<file path="src/rtl/ground_pkg.sv">
// Shared types and constants for the moving-ground scheduler: fixed-point format,
// sweep FSM states and the per-ground position/direction record.
package ground_pkg;

  localparam int FP_SHIFT = 6;
  localparam int POS_W    = 18;
  localparam int COORD_W  = 11;

  typedef enum logic [1:0] {
    IDLE,
    SWEEP,
    DONE
  } state_t;

  // dir: 0 moves down (+), 1 moves up (-)
  typedef struct packed {
    logic signed [POS_W-1:0] pos;
    logic                    dir;
  } ground_t;

  function automatic logic signed [POS_W-1:0] level_speed(input int base, input logic [1:0] level);
    return POS_W'(base * (int'(level) + 1));
  endfunction

endpackage

</file>
<file path="src/rtl/ground_scheduler_if.sv">
// Frame-side controls and per-ground coordinate outputs of the ground scheduler.
interface ground_scheduler_if #(
  parameter int NUM_GROUNDS = 4
);

  logic                            startOfFrame;
  logic                            pause;
  logic [1:0]                      level;
  logic [NUM_GROUNDS-1:0]          groundEnable;
  logic signed [NUM_GROUNDS*11-1:0] topLeftX;
  logic signed [NUM_GROUNDS*11-1:0] topLeftY;
  logic                            busy;
  logic                            frameDone;
  logic                            overrun;

  modport master (
    output startOfFrame, pause, level, groundEnable,
    input  topLeftX, topLeftY, busy, frameDone, overrun
  );

  modport slave (
    input  startOfFrame, pause, level, groundEnable,
    output topLeftX, topLeftY, busy, frameDone, overrun
  );

endinterface

</file>
<file path="src/rtl/ground_step.sv">
// Shared step/bounce datapath: advances one ground by speed and reflects it at
// the top and bottom limits, clamping onto the limit on the bounce frame.
module ground_step
  import ground_pkg::*;
#(
  parameter int MIN_P = 90,
  parameter int MAX_P = 385
) (
  input  ground_t                 cur,
  input  logic signed [POS_W-1:0] speed,
  output ground_t                 nxt
);

  localparam logic signed [POS_W-1:0] MIN_FP = POS_W'(MIN_P << FP_SHIFT);
  localparam logic signed [POS_W-1:0] MAX_FP = POS_W'(MAX_P << FP_SHIFT);

  logic signed [POS_W-1:0] cand;

  always_comb begin
    // NOTE: every output gets a default before the conditional overrides, so no latch is inferred.
    cand = cur.dir ? (cur.pos - speed) : (cur.pos + speed);
    nxt  = '{pos: cand, dir: cur.dir};
    if (!cur.dir && (cand >= MAX_FP)) begin
      nxt = '{pos: MAX_FP, dir: 1'b1};
    end else if (cur.dir && (cand <= MIN_FP)) begin
      nxt = '{pos: MIN_FP, dir: 1'b0};
    end
  end

endmodule

</file>
<file path="src/rtl/ground_scheduler.sv">
// Time-multiplexed mover for NUM_GROUNDS vertical platforms: one ground per cycle
// through a single ground_step, once per unpaused frame.
module ground_scheduler
  import ground_pkg::*;
#(
  parameter int NUM_GROUNDS = 4,
  parameter int MIN_P       = 90,
  parameter int MAX_P       = 385,
  parameter int BASE_SPEED  = 30,
  parameter int X_BASE      = 120,
  parameter int X_STEP      = 100,
  parameter int Y_STEP      = 60
) (
  input logic               clk,
  input logic               resetN,
  ground_scheduler_if.slave bus
);

  localparam int                IDX_W = (NUM_GROUNDS > 1) ? $clog2(NUM_GROUNDS) : 1;
  localparam logic [IDX_W-1:0] LAST  = IDX_W'(NUM_GROUNDS - 1);

  state_t                  state_q, state_d;
  logic [IDX_W-1:0]        idx_q, idx_d;
  logic signed [POS_W-1:0] speed_q, speed_d;
  logic                    overrun_q, overrun_d;
  ground_t                 grounds_q [NUM_GROUNDS];
  ground_t                 grounds_d [NUM_GROUNDS];
  ground_t                 step_out;

  function automatic ground_t init_ground(input int i);
    return '{pos: POS_W'((MIN_P + i * Y_STEP) << FP_SHIFT), dir: i[0]};
  endfunction

  ground_step #(
    .MIN_P (MIN_P),
    .MAX_P (MAX_P)
  ) u_step (
    .cur   (grounds_q[idx_q]),
    .speed (speed_q),
    .nxt   (step_out)
  );

  always_comb begin
    state_d   = state_q;
    idx_d     = idx_q;
    speed_d   = speed_q;
    overrun_d = overrun_q;
    grounds_d = grounds_q;
    case (state_q)
      IDLE: begin
        if (bus.startOfFrame && !bus.pause) begin
          state_d = SWEEP;
          idx_d   = '0;
          speed_d = level_speed(BASE_SPEED, bus.level);
        end
      end
      SWEEP: begin
        if (bus.groundEnable[idx_q]) begin
          grounds_d[idx_q] = step_out;
        end
        if (idx_q == LAST) begin
          state_d = DONE;
        end else begin
          idx_d = idx_q + 1'b1;
        end
      end
      DONE:    state_d = IDLE;
      default: state_d = IDLE;
    endcase
    // A frame pulse that lands mid-sweep is dropped; remember that it happened.
    if (bus.startOfFrame && (state_q != IDLE)) begin
      overrun_d = 1'b1;
    end
  end

  // NOTE: sequential state uses non-blocking assignments only, so every flop samples pre-edge values.
  always_ff @(posedge clk or negedge resetN) begin
    if (!resetN) begin
      state_q   <= IDLE;
      idx_q     <= '0;
      speed_q   <= '0;
      overrun_q <= 1'b0;
      // NOTE: the ground array is reset element by element because its start positions are architectural.
      for (int i = 0; i < NUM_GROUNDS; i++) begin
        grounds_q[i] <= init_ground(i);
      end
    end else begin
      state_q   <= state_d;
      idx_q     <= idx_d;
      speed_q   <= speed_d;
      overrun_q <= overrun_d;
      grounds_q <= grounds_d;
    end
  end

  assign bus.busy      = (state_q != IDLE);
  assign bus.frameDone = (state_q == DONE);
  assign bus.overrun   = overrun_q;

  for (genvar g = 0; g < NUM_GROUNDS; g++) begin : g_coord
    assign bus.topLeftX[g*COORD_W +: COORD_W] = COORD_W'(X_BASE + g * X_STEP);
    assign bus.topLeftY[g*COORD_W +: COORD_W] = grounds_q[g].pos[FP_SHIFT +: COORD_W];
  end

endmodule
</file>
<file path="src/flat_wrapper.sv">
// flat-port wrapper written by rule: the top's interface ports become plain ports
module ground_scheduler_flat import ground_pkg::*;
#(
  parameter int NUM_GROUNDS = 4,
  parameter int MIN_P       = 90,
  parameter int MAX_P       = 385,
  parameter int BASE_SPEED  = 30,
  parameter int X_BASE      = 120,
  parameter int X_STEP      = 100,
  parameter int Y_STEP      = 60
)
  (clk, resetN, bus_startOfFrame, bus_pause, bus_level, bus_groundEnable, bus_topLeftX, bus_topLeftY, bus_busy, bus_frameDone, bus_overrun);
  ground_scheduler_if #(.NUM_GROUNDS(NUM_GROUNDS)) bus_i ();
  input logic clk;
  input logic resetN;
  input wire logic [$bits(bus_i.startOfFrame)-1:0] bus_startOfFrame;
  input wire logic [$bits(bus_i.pause)-1:0] bus_pause;
  input wire logic [$bits(bus_i.level)-1:0] bus_level;
  input wire logic [$bits(bus_i.groundEnable)-1:0] bus_groundEnable;
  output wire logic [$bits(bus_i.topLeftX)-1:0] bus_topLeftX;
  output wire logic [$bits(bus_i.topLeftY)-1:0] bus_topLeftY;
  output wire logic [$bits(bus_i.busy)-1:0] bus_busy;
  output wire logic [$bits(bus_i.frameDone)-1:0] bus_frameDone;
  output wire logic [$bits(bus_i.overrun)-1:0] bus_overrun;
  assign bus_i.startOfFrame = bus_startOfFrame;
  assign bus_i.pause = bus_pause;
  assign bus_i.level = bus_level;
  assign bus_i.groundEnable = bus_groundEnable;
  assign bus_topLeftX = bus_i.topLeftX;
  assign bus_topLeftY = bus_i.topLeftY;
  assign bus_busy = bus_i.busy;
  assign bus_frameDone = bus_i.frameDone;
  assign bus_overrun = bus_i.overrun;
  ground_scheduler #(.NUM_GROUNDS(NUM_GROUNDS), .MIN_P(MIN_P), .MAX_P(MAX_P), .BASE_SPEED(BASE_SPEED), .X_BASE(X_BASE), .X_STEP(X_STEP), .Y_STEP(Y_STEP)) u_core (.clk(clk), .resetN(resetN), .bus(bus_i));
endmodule
</file>
<file path="config.mk">
export PLATFORM = sky130hd
export DESIGN_NAME = ground_scheduler_flat
export DESIGN_NICKNAME = d
export VERILOG_FILES = /design/src/rtl/ground_pkg.sv /design/src/rtl/ground_scheduler_if.sv /design/src/rtl/ground_step.sv /design/src/rtl/ground_scheduler.sv /design/src/flat_wrapper.sv
export SDC_FILE = /design/constraint.sdc
export NUM_CORES = 1
export LEC_CHECK = 0
export CAP_MARGIN = 20
export CORE_UTILIZATION = 50
export CTS_BUF_LIST = sky130_fd_sc_hd__clkbuf_2
export DETAILED_ROUTE_END_ITERATION = 8
export PLACE_DENSITY = 0.86
export SYNTH_ARGS = -nofsm -noshare
export SYNTH_HDL_FRONTEND = slang
export SYNTH_SLANG_ARGS = --single-unit
</file>
<file path="constraint.sdc">
create_clock -name clk -period 6.9 [get_ports clk]
set_input_delay 1.035 -clock clk [delete_from_list [all_inputs] [get_ports clk]]
set_output_delay 1.035 -clock clk [all_outputs]
set_load 0.005 [all_outputs]
</file>
=== Yosys cells after proc, flatten, opt, wreduce, memory -nomap -nowiden ===
Index checks and enable logic that the tools add are counted.

* Flip-flop bits (word level): 98
* Input bits: 10
* Output and inout bits: 91
* Word-level logic and storage cells: 60

* $add $sub $neg: 4
* Multipliers: 1
* Order comparisons: 5
* Equality and inequality tests: 6
* Mux-type cells: 17
* Bitwise gates (word level): 1
* Reduce and logical (&&, ||, !) cells: 14

{| class="wikitable"
|+ Operators with widths
! kind !! number
|-
| two-way mux 19 bit || 5
|-
| bitwise mux 76 bit || 1
|-
| binary-select mux 19 bit (select 2 bit) || 1
|-
| demux 19 bit (select 2 bit) || 1
|-
| multiplier 5 x 32 -> 17 bit (first input constant) || 1
|-
| adder 18 bit || 1
|-
| greater-or-equal comparator 18 x 16 -> 1 bit (second input constant) || 1
|-
| less-or-equal comparator 18 x 14 -> 1 bit (second input constant) || 1
|-
| two-way mux 18 bit || 1
|-
| subtractor 18 bit || 1
|-
| two-way mux 2 bit || 4
|-
| case mux 2 bit (2 select lines) || 2
|-
| AND reduction 2 bit || 3
|-
| logical AND 1 bit || 5
|-
| equality test 2 bit (second input constant) || 2
|-
| != test 2 x 1 -> 1 bit (second input constant) || 2
|-
| nonzero test 2 bit || 2
|-
| adder 2 x 1 -> 3 bit (second input constant) || 1
|-
| greater-or-equal comparator 3 bit (second input constant) || 1
|-
| less-than comparator 2 x 3 -> 1 bit (second input constant) || 1
|-
| less-than comparator 3 x 1 -> 1 bit (second input constant) || 1
|-
| inverter 2 -> 3 bit || 1
|-
| AND reduction 3 bit || 1
|-
| adder 2 x 1 -> 2 bit (second input constant) || 1
|-
| 6 further kinds || 7
|}

=== Logic depth before layout (Yosys ltp) ===
* Word-level depth: 11
* Depth in mapped cells: 20

=== Hierarchy ===
Synthesis repeated with hierarchy kept, for this count alone.

* Cells, all modules: 587
* Area total of the unflattened synthesis: 6520.0 um2

{| class="wikitable"
|+ Modules (own cells, without submodules)
! module !! times used !! cells each !! area an instance (um2) !! sequential area each (um2)
|-
| ground_scheduler || 1 || 350 || 4769.6 || 2224.6
|-
| ground_step || 1 || 237 || 1750.4 || 0.0
|}

=== Least setup slack after synthesis ===
No wires, ideal clock.

* Path type: flip-flop to flip-flop
* From: register u_core.idx_q[0]
* To: register u_core.grounds_q, in the netlist u_core.bus.topLeftY[24]
* Setup time: 0.104 ns
* Data arrival time: 4.302 ns
* Required time: 6.796 ns
* Setup slack: 2.495 ns
* Cell stages (with the launch flop): 16
* Buffers on the path: 5
* Path through: dfrtp_1 -> buf_2 -> buf_2 -> buf_1 -> mux4_2 -> ha_1 -> buf_4 -> nand4_1 -> a211o_1 -> and2_4 -> o311ai_2 -> and3_1 -> a31o_2 -> o21ai_2 -> buf_2 -> o41ai_2

* Longest elaborated chain between the ends: 11
* Elaborated cells on any way between the ends: 23

{| class="wikitable"
|+ Ends and longest elaborated chain
! element !! line !! source
|-
| from (decl) || ground_scheduler.sv:23 || <nowiki>logic [IDX_W-1:0] idx_q, idx_d;</nowiki>
|-
| from (signal assigned) || ground_scheduler.sv:89 || <nowiki>idx_q <= idx_d;</nowiki>
|-
| inverter 2 -> 3 bit (implied by the code) || ground_scheduler.sv:38, ground_scheduler.sv:59 ||
|-
| binary-select mux 19 bit (select 2 bit) || ground_scheduler.sv:38 || <nowiki>.cur (grounds_q[idx_q]),</nowiki>
|-
| two-way mux 19 bit (implied by the code) (2 in a row) || ground_scheduler.sv:38 ||
|-
| adder 18 bit or subtractor 18 bit (tied branches) || ground_step.sv:21 || <nowiki>cand = cur.dir ? (cur.pos - speed) : (cur.pos + speed);</nowiki>
|-
| two-way mux 18 bit || ground_step.sv:21 ||
|-
| less-or-equal comparator 18 x 14 -> 1 bit || ground_step.sv:25 || <nowiki>end else if (cur.dir && (cand <= MIN_FP)) begin</nowiki>
|-
| logical AND 1 bit || ground_step.sv:25 ||
|-
| two-way mux 19 bit || ground_step.sv:25 ||
|-
| two-way mux 19 bit || ground_step.sv:23 || <nowiki>if (!cur.dir && (cand >= MAX_FP)) begin</nowiki>
|-
| bitwise mux 76 bit || ground_scheduler.sv:59 || <nowiki>grounds_d[idx_q] = step_out;</nowiki>
|-
| to (signal, indexed assignment) || ground_scheduler.sv:85 || <nowiki>grounds_q[i] <= init_ground(i);</nowiki>
|-
| to (signal assigned) || ground_scheduler.sv:92 || <nowiki>grounds_q <= grounds_d;</nowiki>
|-
| to (decl) || ground_scheduler.sv:26 || <nowiki>ground_t grounds_q [NUM_GROUNDS];</nowiki>
|}

Parallel ways exist; a longest one is shown, timed or not. The select of a mux whose other input is x is not followed.
A chain may end at the register's enable or synchronous reset.

=== Final worst setup path ===
* From: register u_core.idx_q[0]
* To: register u_core.grounds_q[61] (netlist bit)

Same word-level chain as after synthesis.

==> summary.md <==
| Metric | Value |
|---|---|
| Top cell type's share of synthesized area | `26.7%` |
| Post-synthesis sequential area ratio | `33.8%` |
| Die Ht | `117 µm` |
| Post-CTS Resized | `0` |
| DRT Pass-1 Iters | `7` |
| Final setup fails | `0` |
| Seq cells post-synth | `89` |
| DRT antenna net count | `0` |
| Post-layout min period | `5.09 ns` |
| Clock Path Buffers | `2` |
| Initial antenna violation count | `0` |
| CTS buffer count | `9` |
| Layout area overhead | `4.66%` |
| CP Capture Type | `flop` |
| Post-synth EDFFs | `0` |
| Critical path arrival | `5.56 ns` |
| TNS Setup | `0 ns` |
| Final hold violations | `0` |
| Area of the multi-input gates | `3650 µm²` |
| Hold Crit Class | `in -> async` |
| Vias per cell | `6.04` |
| Post-Syn Area | `6660 µm²` |
| Io pins | `101` |
| Crit path kind | `reg -> reg` |
| RSZ-0062 raised after global routing | `false` |
| Tcrit/Tclk final | `73.8%` |
| DP Area | `6760 µm²` |
| Vias in the first global route | `4771` |
| Placeable Area | `12800 µm²` |
| Pre-CTS setup slack | `1.72 ns` |
| Least-Margin Pin Slew | `0.980 ns` |
| Mapped Cells | `658` |
| Port Buffers | `56` |
| DRC errors left | `0` |
| Final Slew Violations | `0` |
| Status | `completed` |
| H-tree lvl count | `3` |
| Post-synth top area cell | `dfrtp_1` |
| Layout Skew | `0.0322 ns` |
| Die W | `117 µm` |
| Utilization after layout | `54.4%` |
| Final Wtd Congestion | `0.927` |
| Clock Latency Late Sink | `0.60 ns` |
| Share of cells above drive strength 1 | `18.9%` |
| Fill count | `1127` |
| FF/Latch Area | `2250 µm²` |
| Global-route wire length before repair | `25800 µm` |
| Ys flop type | `dfrtp_1` |
| Drt initial violations | `437` |
| Final Worst Setup Slack | `1.81 ns` |
| Cts hold-fix bufs | `0` |
| Mean Syn Cell Area | `10.1 µm²` |
| Num rows | `41` |
| Commonest cells in the netlist | `buf_4 (90), nand2_1 (82), dfrtp_1 (71)` |
| Worst Path Required | `7.37 ns` |
| Nets | `685` |
| Count leader, synth | `buf_4` |
| Via count | `4978` |
| Count of different cell masters after synthesis | `74` |
| GRT Util Overall | `23.8%` |
| Clock sink count | `89` |
| Max-cap violations | `0` |
| Ys async rst share | `100%` |
| Largest net degree at the start of global routing | `90` |
| Yosys synthesis warning count | `0` |
| Worst slew margin | `34.5%` |
| Clock tree root driver cell | `clkbuf_2` |
| Drt wl/cell | `19.6 µm` |
| R2R cell count | `15` |
| Clk slew on worst S/H paths | `0.25 ns` |
| Initial Utilization | `52.0%` |
| Critical Path Start Type | `flop` |
| Setup Buffers After CTS | `0` |
| WL final | `16100 µm` |
| Top cells by area, synth | `dfrtp_1 (27%), buf_4 (10%), dfstp_2 (7.1%)` |
| GR Overflow Total | `0` |
| HPWL Detailed | `11700 µm` |
| Final Cell Area | `6970 µm²` |
| F_max | `0.196 GHz` |
| CP Max Fanout | `28` |
| Die ar. | `13800 µm²` |
| Clock tree from TritonCTS | `done` |
layout by cell type (no fill, tap or decap), drive strengths merged, types with 10 or more instances in the layout:
cell and instances:
inv 17, mux4 19, nor2 41, mux2 19, dfstp 18, o41ai 25, nand2b 10, o31ai 18
o21ai 17, ha 28, conb 44, dfrtp 71, and2 12, nand2 82, a21oi 13, a311oi 13
clkdlybuf4s50 55
metrics by stage:
stage / std cells / hold slack, ns
2_1_floorplan: 700 / 0.438
3_3_place_gp: 804 / 0.450
3_5_place_dp: 804 / 0.454
4_1_cts: 820 / 0.486
5_1_grt: 823 / 0.218
6_report: 824 / 0.245
sequential cells by signal, indices dropped and copies added, names as in the netlist:
name                 count
u_core.grounds_q        32
u_core.idx_q             2
u_core.bus.topLeftY     44
u_core.state_q           2
u_core.bus.overrun       1
u_core.speed_q           8
worst max-delay path, cell delays in order, from the launching register on:
cell and delay [ns]:
dfrtp_1 0.41, buf_4 0.25, mux2_2 0.39, o21ai_2 0.41
mux2_2 0.42, inv_1 0.06, ha_1 0.22, nor2b_4 0.14
o31ai_4 0.38, a31oi_2 0.20, xnor2_1 0.52, nand4_2 0.26
o41ai_4 0.47, a21oi_4 0.19, buf_12 0.21, o41ai_1 0.41
cell type report:
cell class,count,share of cell area (%)
Antenna cell,1,0.0359
Clock buffer,9,0.646
Clock inverter,7,1.36
Inverter,17,0.915
Multi-Input combinational cell,467,52.4
Sequential cell,89,32.3
Tap cell,172,3.09
Timing Repair Buffer,62,9.29
cells by family (layout without fill, tap and decap cells):
| logic type | Yosys count | after routing | share of synthesized area, % |
|---|---|---|---|
| other | 2 | 45 | 0.113 |
| multiplexers | 43 | 43 | 10.4 |
| buffers and inverters | 144 | 95 | 13.9 |
| XOR/XNOR | 14 | 14 | 2.12 |
| AND/OR/NAND/NOR | 192 | 192 | 14.2 |
| flip-flops | 89 | 89 | 33.8 |
| adder cells (fa/ha/maj) | 29 | 29 | 5.56 |
| AO/OA/AOI/OAI | 145 | 145 | 20.0 |
final timing paths:
kind,start,to,slack (ns)
max,u_core.idx_q[0],u_core.grounds_q[61],1.81
min,resetN,u_core.bus.topLeftY[9],0.25
max in group asynchronous,resetN,u_core.bus.topLeftY[6],5.98
min in group clk,u_core.grounds_q[38],u_core.grounds_q[38],0.49
min reg2reg,u_core.grounds_q[38],u_core.grounds_q[38],0.49
max reg2reg,u_core.idx_q[0],u_core.grounds_q[61],1.81
per-layer routing:
metal | part of all wire [%] | track usage [%]
met2 | 50 | 39.1
met3 | 5.6 | 2.53
met4 | 2.5 | 9.17
met5 | 0 | 0
met1 | 42 | 32.3
Power is not shown: default switching activity piles up to over one toggle a cycle in this logic, so the estimate is an artifact.
